### config.mk
export PLATFORM = sky130hd
export DESIGN_NAME = ram_4x16_arbiter
export DESIGN_NICKNAME = d
export VERILOG_FILES = /design/src/rtl/ram_ctrl_pkg.sv /design/src/rtl/rr_arbiter_2.sv /design/src/rtl/ram_4x16_arbiter.sv
export SDC_FILE = /design/constraint.sdc
export NUM_CORES = 1
export LEC_CHECK = 0
export ABC_AREA = 1
export ABC_CLOCK_PERIOD_IN_PS = 4100
export BUFFER_PORTS_ARGS = -buffer_cell sky130_fd_sc_hd__buf_2
export CORE_MARGIN = 8
export CORE_UTILIZATION = 30
export DETAILED_ROUTE_END_ITERATION = 6
export PLACE_DENSITY = 0.65
export SETUP_SLACK_MARGIN = 0.4
export SLEW_MARGIN = 20
export SYNTH_ARGS = -nofsm -noshare
export SYNTH_HDL_FRONTEND = slang
export SYNTH_HIERARCHICAL = 1
export SYNTH_SLANG_ARGS = --single-unit
### constraint.sdc
create_clock -name clk -period 4.1 [get_ports clk]
set_input_delay 0 -clock clk [delete_from_list [all_inputs] [get_ports clk]]
set_output_delay 0 -clock clk [all_outputs]
set_load 0.02 [all_outputs]
### src/rtl/ram_ctrl_pkg.sv
// Shared types and defaults for the 4x16 RAM access controller.
// Imported by the arbiter, the controller top and the RAM model.
package ram_ctrl_pkg;

    localparam int DEF_ADDR_W = 2;
    localparam int DEF_DATA_W = 16;

    typedef enum logic [1:0] {
        IDLE,
        WRITE,
        READ,
        CAPTURE
    } state_t;

    typedef logic req_id_t;

    function automatic logic is_busy(state_t s);
        return s != IDLE;
    endfunction

endpackage

### src/rtl/rr_arbiter_2.sv
// Two-way round-robin grant logic, purely combinational.
// The last-served pointer is owned by the caller.
module rr_arbiter_2
    import ram_ctrl_pkg::*;
(
    input  logic [1:0] valid,
    input  req_id_t    last,
    output logic [1:0] grant
);

    always_comb begin
        grant = 2'b00;
        unique case (1'b1)
            (valid[0] && !valid[1]): grant = 2'b01;
            (valid[1] && !valid[0]): grant = 2'b10;
            (valid[0] &&  valid[1]): grant = last ? 2'b01 : 2'b10;
            default:                 grant = 2'b00;
        endcase
    end

endmodule

### src/rtl/ram_4x16_arbiter.sv
// Two-requester round-robin access controller for the 4x16 RAM.
// Serialises single-word reads/writes and returns one-cycle responses.
module ram_4x16_arbiter
    import ram_ctrl_pkg::*;
#(
    parameter int ADDR_W = DEF_ADDR_W,
    parameter int DATA_W = DEF_DATA_W
) (
    input  logic              clk,
    input  logic              rst_n,
    input  logic              req0_valid,
    input  logic              req0_we,
    input  logic [ADDR_W-1:0] req0_addr,
    input  logic [DATA_W-1:0] req0_wdata,
    output logic              req0_ready,
    input  logic              req1_valid,
    input  logic              req1_we,
    input  logic [ADDR_W-1:0] req1_addr,
    input  logic [DATA_W-1:0] req1_wdata,
    output logic              req1_ready,
    output logic              rsp0_valid,
    output logic [DATA_W-1:0] rsp0_rdata,
    output logic              rsp1_valid,
    output logic [DATA_W-1:0] rsp1_rdata,
    output logic              ram_enable,
    output logic              ram_write_enable,
    output logic [ADDR_W-1:0] ram_addr,
    output logic [DATA_W-1:0] ram_dados_in,
    input  logic [DATA_W-1:0] ram_dados_out,
    output logic              busy
);

    state_t state_q;
    state_t state_d;

    req_id_t last_q;
    req_id_t owner_q;

    logic              we_q;
    logic [ADDR_W-1:0] addr_q;
    logic [DATA_W-1:0] wdata_q;

    logic [1:0]        rsp_q;
    logic [DATA_W-1:0] rdata0_q;
    logic [DATA_W-1:0] rdata1_q;

    logic [1:0]        grant;
    logic              idle;
    logic              accept0;
    logic              accept1;
    logic              accept;
    logic              sel_we;
    logic [ADDR_W-1:0] sel_addr;
    logic [DATA_W-1:0] sel_wdata;

    rr_arbiter_2 u_arb (
        .valid ({req1_valid, req0_valid}),
        .last  (last_q),
        .grant (grant)
    );

    assign idle       = (state_q == IDLE);
    assign req0_ready = idle && grant[0];
    assign req1_ready = idle && grant[1];

    assign accept0 = req0_valid && req0_ready;
    assign accept1 = req1_valid && req1_ready;
    assign accept  = accept0 || accept1;

    assign sel_we    = accept1 ? req1_we    : req0_we;
    assign sel_addr  = accept1 ? req1_addr  : req0_addr;
    assign sel_wdata = accept1 ? req1_wdata : req0_wdata;

    assign busy       = is_busy(state_q);
    assign rsp0_valid = rsp_q[0];
    assign rsp1_valid = rsp_q[1];
    assign rsp0_rdata = rdata0_q;
    assign rsp1_rdata = rdata1_q;

    always_ff @(posedge clk or negedge rst_n) begin
        if (!rst_n) begin
            state_q <= IDLE;
        end else begin
            state_q <= state_d;
        end
    end

    always_comb begin
        state_d          = state_q;
        ram_enable       = 1'b0;
        ram_write_enable = 1'b0;
        ram_addr         = '0;
        ram_dados_in     = '0;
        unique case (state_q)
            IDLE: begin
                if (accept) begin
                    state_d = sel_we ? WRITE : READ;
                end
            end
            WRITE: begin
                ram_enable       = 1'b1;
                ram_write_enable = we_q;
                ram_addr         = addr_q;
                ram_dados_in     = wdata_q;
                state_d          = IDLE;
            end
            READ: begin
                ram_enable = 1'b1;
                ram_addr   = addr_q;
                state_d    = CAPTURE;
            end
            CAPTURE: begin
                ram_enable = 1'b1;
                ram_addr   = addr_q;
                state_d    = IDLE;
            end
            default: begin
                state_d = IDLE;
            end
        endcase
    end

    // Transaction latch and round-robin pointer, updated only on accept.
    always_ff @(posedge clk or negedge rst_n) begin
        if (!rst_n) begin
            we_q    <= 1'b0;
            addr_q  <= '0;
            wdata_q <= '0;
            owner_q <= 1'b0;
            last_q  <= 1'b1;
        end else if (accept) begin
            we_q    <= sel_we;
            addr_q  <= sel_addr;
            wdata_q <= sel_wdata;
            owner_q <= accept1;
            last_q  <= accept1;
        end
    end

    always_ff @(posedge clk or negedge rst_n) begin
        if (!rst_n) begin
            rsp_q <= 2'b00;
        end else begin
            rsp_q <= 2'b00;
            if (state_q == WRITE || state_q == CAPTURE) begin
                rsp_q[owner_q] <= 1'b1;
            end
        end
    end

    always_ff @(posedge clk or negedge rst_n) begin
        if (!rst_n) begin
            rdata0_q <= '0;
            rdata1_q <= '0;
        end else if (state_q == CAPTURE) begin
            if (owner_q) begin
                rdata1_q <= ram_dados_out;
            end else begin
                rdata0_q <= ram_dados_out;
            end
        end
    end

endmodule

==> Word level (Yosys, flattened, before mapping) <==
Index checks and enable logic that the tools add are counted.
{ "totals": {"reg_bits": 57, "output_inout_bits": 57, "elab_cells": 49, "inputBits": 58} }
{ "classes": {"eq_ne": 4, "reduce_logical": 18, "bitwise_logic": 1, "muxes": 15, "n_lt_le_gt_ge": 2} }
{ "ops": {"columns": ["cell", "n"], "rows": [
  ["$mux 16", 2],
  ["$mux 2", 6],
  ["$pmux 2 s3", 2],
  ["$logic_and 1x1->1", 8],
  ["$eq 2x2->1 const B", 2],
  ["$mux 1", 4],
  ["$reduce_and 2->1", 2],
  ["$reduce_or 3->1", 1],
  ["$eq 2x1->1 const B", 1],
  ["$logic_not 1->1", 2],
  ["$logic_not 2->1", 1],
  ["$logic_or 1x1->1", 2],
  ["$lt 1x2->1 const B", 1],
  ["$ne 2x1->1 const B", 1],
  ["$reduce_bool 2->1", 1],
  ["$reduce_or 2->1", 1],
  ["$demux 1 s1", 1],
  ["$ge 1x1->1 const B", 1],
  ["$not 1->1", 1]
]} }

==> Logic depth before layout (Yosys ltp) <==
{ "logic_depth": {"word_depth": 9, "mapped_depth": 9, "depth_no_buf": 8} }

==> Modules after synthesis <==
The synthesis kept the hierarchy.
{ "by_module_without_submodules": {"columns": ["module", "cells_each", "area_each_um2", "seq_area_each_um2", "instances"], "rows": [
  ["ram_4x16_arbiter", 355, 2722.6, 1427.6, 1],
  ["rr_arbiter_2", 5, 21.3, 0.0, 1]
]} }

==> Worst setup path after synthesis <==
No wires, ideal clock.
{ "synth_timing": {"path_kind": "reg2reg", "startpoint": "register last_q", "endpoint": "register addr_q[0]", "arrival_ns": 1.172, "path_buffers": 1, "path_stages_with_launch": 9, "period_less_slack_ns": 1.290, "setup_time_ns": 0.118, "slack_ns": 2.810, "t_required_ns": 3.982, "cell_sequence": "dfstp_2 nand3_1 nand2_1 nand3_1 nand2_2 inv_2 buf_6 nand2_1 nand2_1"} }
{ "synth_via": {"elab_chain_len": 5, "elab_cells_between_ends": 8, "classes_between": "mux (3); reduce/logical (5)"} }
{ "synth_lines": {"columns": ["element", "line_no", "text"], "rows": [
  ["start: declaration", "ram_4x16_arbiter.sv:36", "req_id_t last_q;"],
  ["start signal: assignment", "ram_4x16_arbiter.sv:136", "last_q <= accept1;"],
  ["$mux 2", "rr_arbiter_2.sv:16", "(valid[0] && valid[1]): grant = last ? 2'b01 : 2'b10;"],
  ["$pmux 2 s3", "rr_arbiter_2.sv:13", "unique case (1'b1)"],
  ["via grant[0]", "ram_4x16_arbiter.sv:47", "logic [1:0] grant;"],
  ["$logic_and 1x1->1", "ram_4x16_arbiter.sv:63", "assign req0_ready = idle && grant[0];"],
  ["$logic_and 1x1->1", "ram_4x16_arbiter.sv:66", "assign accept0 = req0_valid && req0_ready;"],
  ["$logic_or 1x1->1", "ram_4x16_arbiter.sv:68", "assign accept = accept0 || accept1;"],
  ["end signal: assignment", "ram_4x16_arbiter.sv:133", "addr_q <= sel_addr;"],
  ["end: declaration", "ram_4x16_arbiter.sv:40", "logic [ADDR_W-1:0] addr_q;"]
]} }
The timed path passes the listed nets, and every way through them passes these cells.
A chain may end at the register's enable or synchronous reset.

==> Worst setup path after layout <==
{ "layout_timing": {"startpoint": "register last_q", "endpoint": "register addr_q[1]"} }
{ "layout_via": {"elab_chain_len": 5, "elab_cells_between_ends": 8, "classes_between": "mux (3); reduce/logical (5)"} }
{ "layout_lines": {"columns": ["element", "line_no", "text"], "rows": [
  ["$mux 2 (*)", "rr_arbiter_2.sv:16", null],
  ["$pmux 2 s3 (*)", "rr_arbiter_2.sv:13", null],
  ["via grant[1]", "ram_4x16_arbiter.sv:47", null],
  ["$logic_and 1x1->1 (*)", "ram_4x16_arbiter.sv:64", "assign req1_ready = idle && grant[1];"],
  ["$logic_and 1x1->1 (*)", "ram_4x16_arbiter.sv:67", "assign accept1 = req1_valid && req1_ready;"],
  ["$mux 2 or $logic_or 1x1->1 (tied branches)", "ram_4x16_arbiter.sv:71, ram_4x16_arbiter.sv:68", null]
]} }
The timed path passes the listed nets; every way through them passes the cells marked *.

==> flow_summary.toml <==
[sta]
finalSetupViolations = 0
period_minus_slack_ns = 3.084
hold_ws_ns = -0.002784
hold_viol_final = 1
rsz0062_at_grt = "no"
period_share = 0.7523
fin_setup_tns_ns = 0
slew_headroom = 0.3451
max_freq_mhz = 324.2
setup_ws_ns = 1.016
finalMaxSlewViolations = 0
tightest_slew_ns = 0.9824
finClkSkew_ns = 0.006785

[setup_path]
r2r-start = "last_q"
reg2reg_slack_ns = 1.02
end_kind = "flop"
setup.worst_path.class = "flop to flop"
start_kind = "flop"
cp.required_ns = 4.37
r2r_end = "addr_q[1]"
rr_worst_depth = 6
worstPathMaxFanout = 23
crit_arrival_ns = 3.36

[yosys]
yosysUniqueCellTypes = 20
ys_ff_latch = 57
synth_most_common_cell = "nand2_1"
syn_area_per_cell_um2 = 7.622
async_flop_share = 1.000
synth-edff-count = 0
ys_seq_area_frac = 0.5203
synth.cell_area_um2 = 2744
synth_cells = 360
yosys_warnings = 6
synth_area_leader_cell = "dfrtp_1"
synth_top_area_frac = 0.5107
synth_nets = 418
synth_common_cells = "102 x nand2_1, 80 x inv_1, 56 x dfrtp_1"
yosys-top-cells-area = "dfrtp_1 51%, nand2_1 14%, inv_1 11%"
synthFlopType = "dfrtp_1"

[floorplan]
start_util = 0.3027
die_area_um2 = 12460
num_rows = 35
boundaryPins = 115
fp.dieH_um = 111.6
die_w_um = 111.6
core_area_um2 = 9065

[pwr]
power.density_nw_per_um2 = 709.9
fin_total_pwr_mw = 2.779
power_leakage_nw = 2.323
peakVddDrop_mv = 0.1901

[layout]
diodes = 0
drive_above_1_share = 0.2772
syn_to_final_growth_pct = 42.68
finalNetCount = 558
fin_area_um2 = 3915

[min_path]
min_path_cells = 5
holdPathEnd = "wdata_q[6]"
min-delay-start = "req0_wdata[6]"
hold_path_class = "input pin to flop"

[drt]
drtAntennaViolNets = 0
routed_wl_um = 8310
vias = 2788
route.detailed.drc = 0
avgRoutedWirePerCell_um = 13.49
drtIter0Drc = 191
dr.pass1.iters = 4
via_per_inst = 4.526

[flow_run]
cap_violations = 0

[grt]
grt_pass1_vias = 2878
antenna_found_initial = 0
grt_remaining_overflow = 0
grt_pass1_wl_um = 13780
grt_max_degree = 58
grt_util_all_layers = 0.1360

[status]
status = "finished with violations"
violations = "negative hold slack"

[placement]
dpl-instance-area_um2 = 3357
pre_cts_slack_ns = 1.288
gp_congestion = 0.8446
hpwlAfterDp_um = 6007
io_buffers = 114

[clocking]
insertion_delay_ns = 0.34
cts_tree = "done"
cts_inserted_buffers = 9
clk_pin_slew_worst_paths_ns = 0.07
cts_resized = 0
h-tree-depth = 3
clock-sinks = 57
root_buffer = "clkbuf_8"
clockBufferDepth = 2
-- flip-flops by register name (all words and copies together) (netlist names) --
signal      cells
we_q            1
state_q         2
owner_q         1
addr_q          2
last_q          1
rsp0_rdata     16
rsp_q           2
wdata_q        16
rsp1_rdata     16
-- what timing repair did --
item,4_1_cts,5_1_grt
endpoints found under the hold margin,103,0
hold buffers,33,0
setup buffers,0,0
-- placed cells by master, fill, tap and decap left out, drive strengths merged --
| master | Yosys | routed |
|---|---|---|
| nand4 | 20 | 20 |
| nand2 | 103 | 103 |
| o21ai | 32 | 32 |
| dfstp | 1 | 1 |
| clkinv | 0 | 2 |
| clkbuf | 9 | 10 |
| inv | 81 | 82 |
| clkinvlp | 0 | 1 |
| buf | 10 | 115 |
| dlygate4sd3 | 0 | 33 |
| a21oi | 1 | 1 |
| or2 | 1 | 1 |
| nor2 | 23 | 23 |
| dfrtp | 56 | 56 |
| nand3 | 23 | 23 |
| bufinv | 0 | 2 |
-- critical path, cell delays in order (launching register included) --
cell	delay, ns
dfstp_2	0.38
a21oi_2	0.74
nand3_2	0.60
nand2_2	0.51
nand3_1	0.13
dlygate4sd3_1	0.60
nand2_1	0.06
-- routing by layer --
| layer | routed length (um) | track usage | up-vias | share of wire |
|---|---|---|---|---|
| met5 | 0 | 0 | - | 0 |
| met4 | 216 | 0.06837 | 0 | 0.026 |
| li1 | - | - | 1368 | - |
| met2 | 4193 | 0.2322 | 84 | 0.50 |
| met1 | 3514 | 0.1560 | 1319 | 0.42 |
| met3 | 386 | 0.03193 | 17 | 0.046 |
-- layout make-up --
class | instances | area, um^2
Inverter | 81 | 304.0
Clock inverter | 6 | 90.09
Sequential cell | 57 | 1428
Timing Repair Buffer | 148 | 908.4
Tap cell | 111 | 138.9
Clock buffer | 10 | 137.6
Fill cell | 912 | 5150
Multi-Input combinational cell | 203 | 908.4
-- worst max path at each step --
stage / cells past startpoint / start / slack, ns / endpoint
final: 6 / last_q / 1.02 / addr_q[1]
after global routing: 6 / last_q / 0.78 / addr_q[1]
after CTS: 6 / last_q / 1.13 / addr_q[1]
after detailed placement: 8 / req1_valid / 1.29 / wdata_q[3]
after global placement: 8 / req1_valid / 1.55 / we_q
after floorplan: 8 / last_q / 2.81 / addr_q[0]
-- power breakdown --
part / switching, mW / internal (mW)
Clock: 0.235 / 0.360
Combinational: 0.796 / 0.383
Sequential: 0.161 / 0.843
Total: 1.19 / 1.59
-- logic make-up after synthesis --
family,share of synthesized area
simple gates,0.2695
buf+inv,0.1500
flops,0.5203
compound gates,0.06019
-- stage by stage --
stage / util / cells
after CTS: 0.4319 / 616
after floorplan: - / 360
after global routing: 0.4319 / 616
after global placement: 0.3703 / 567
after detailed placement: 0.3703 / 567
final: 0.4319 / 616
Note: power is estimated with default switching activity, not from simulation.
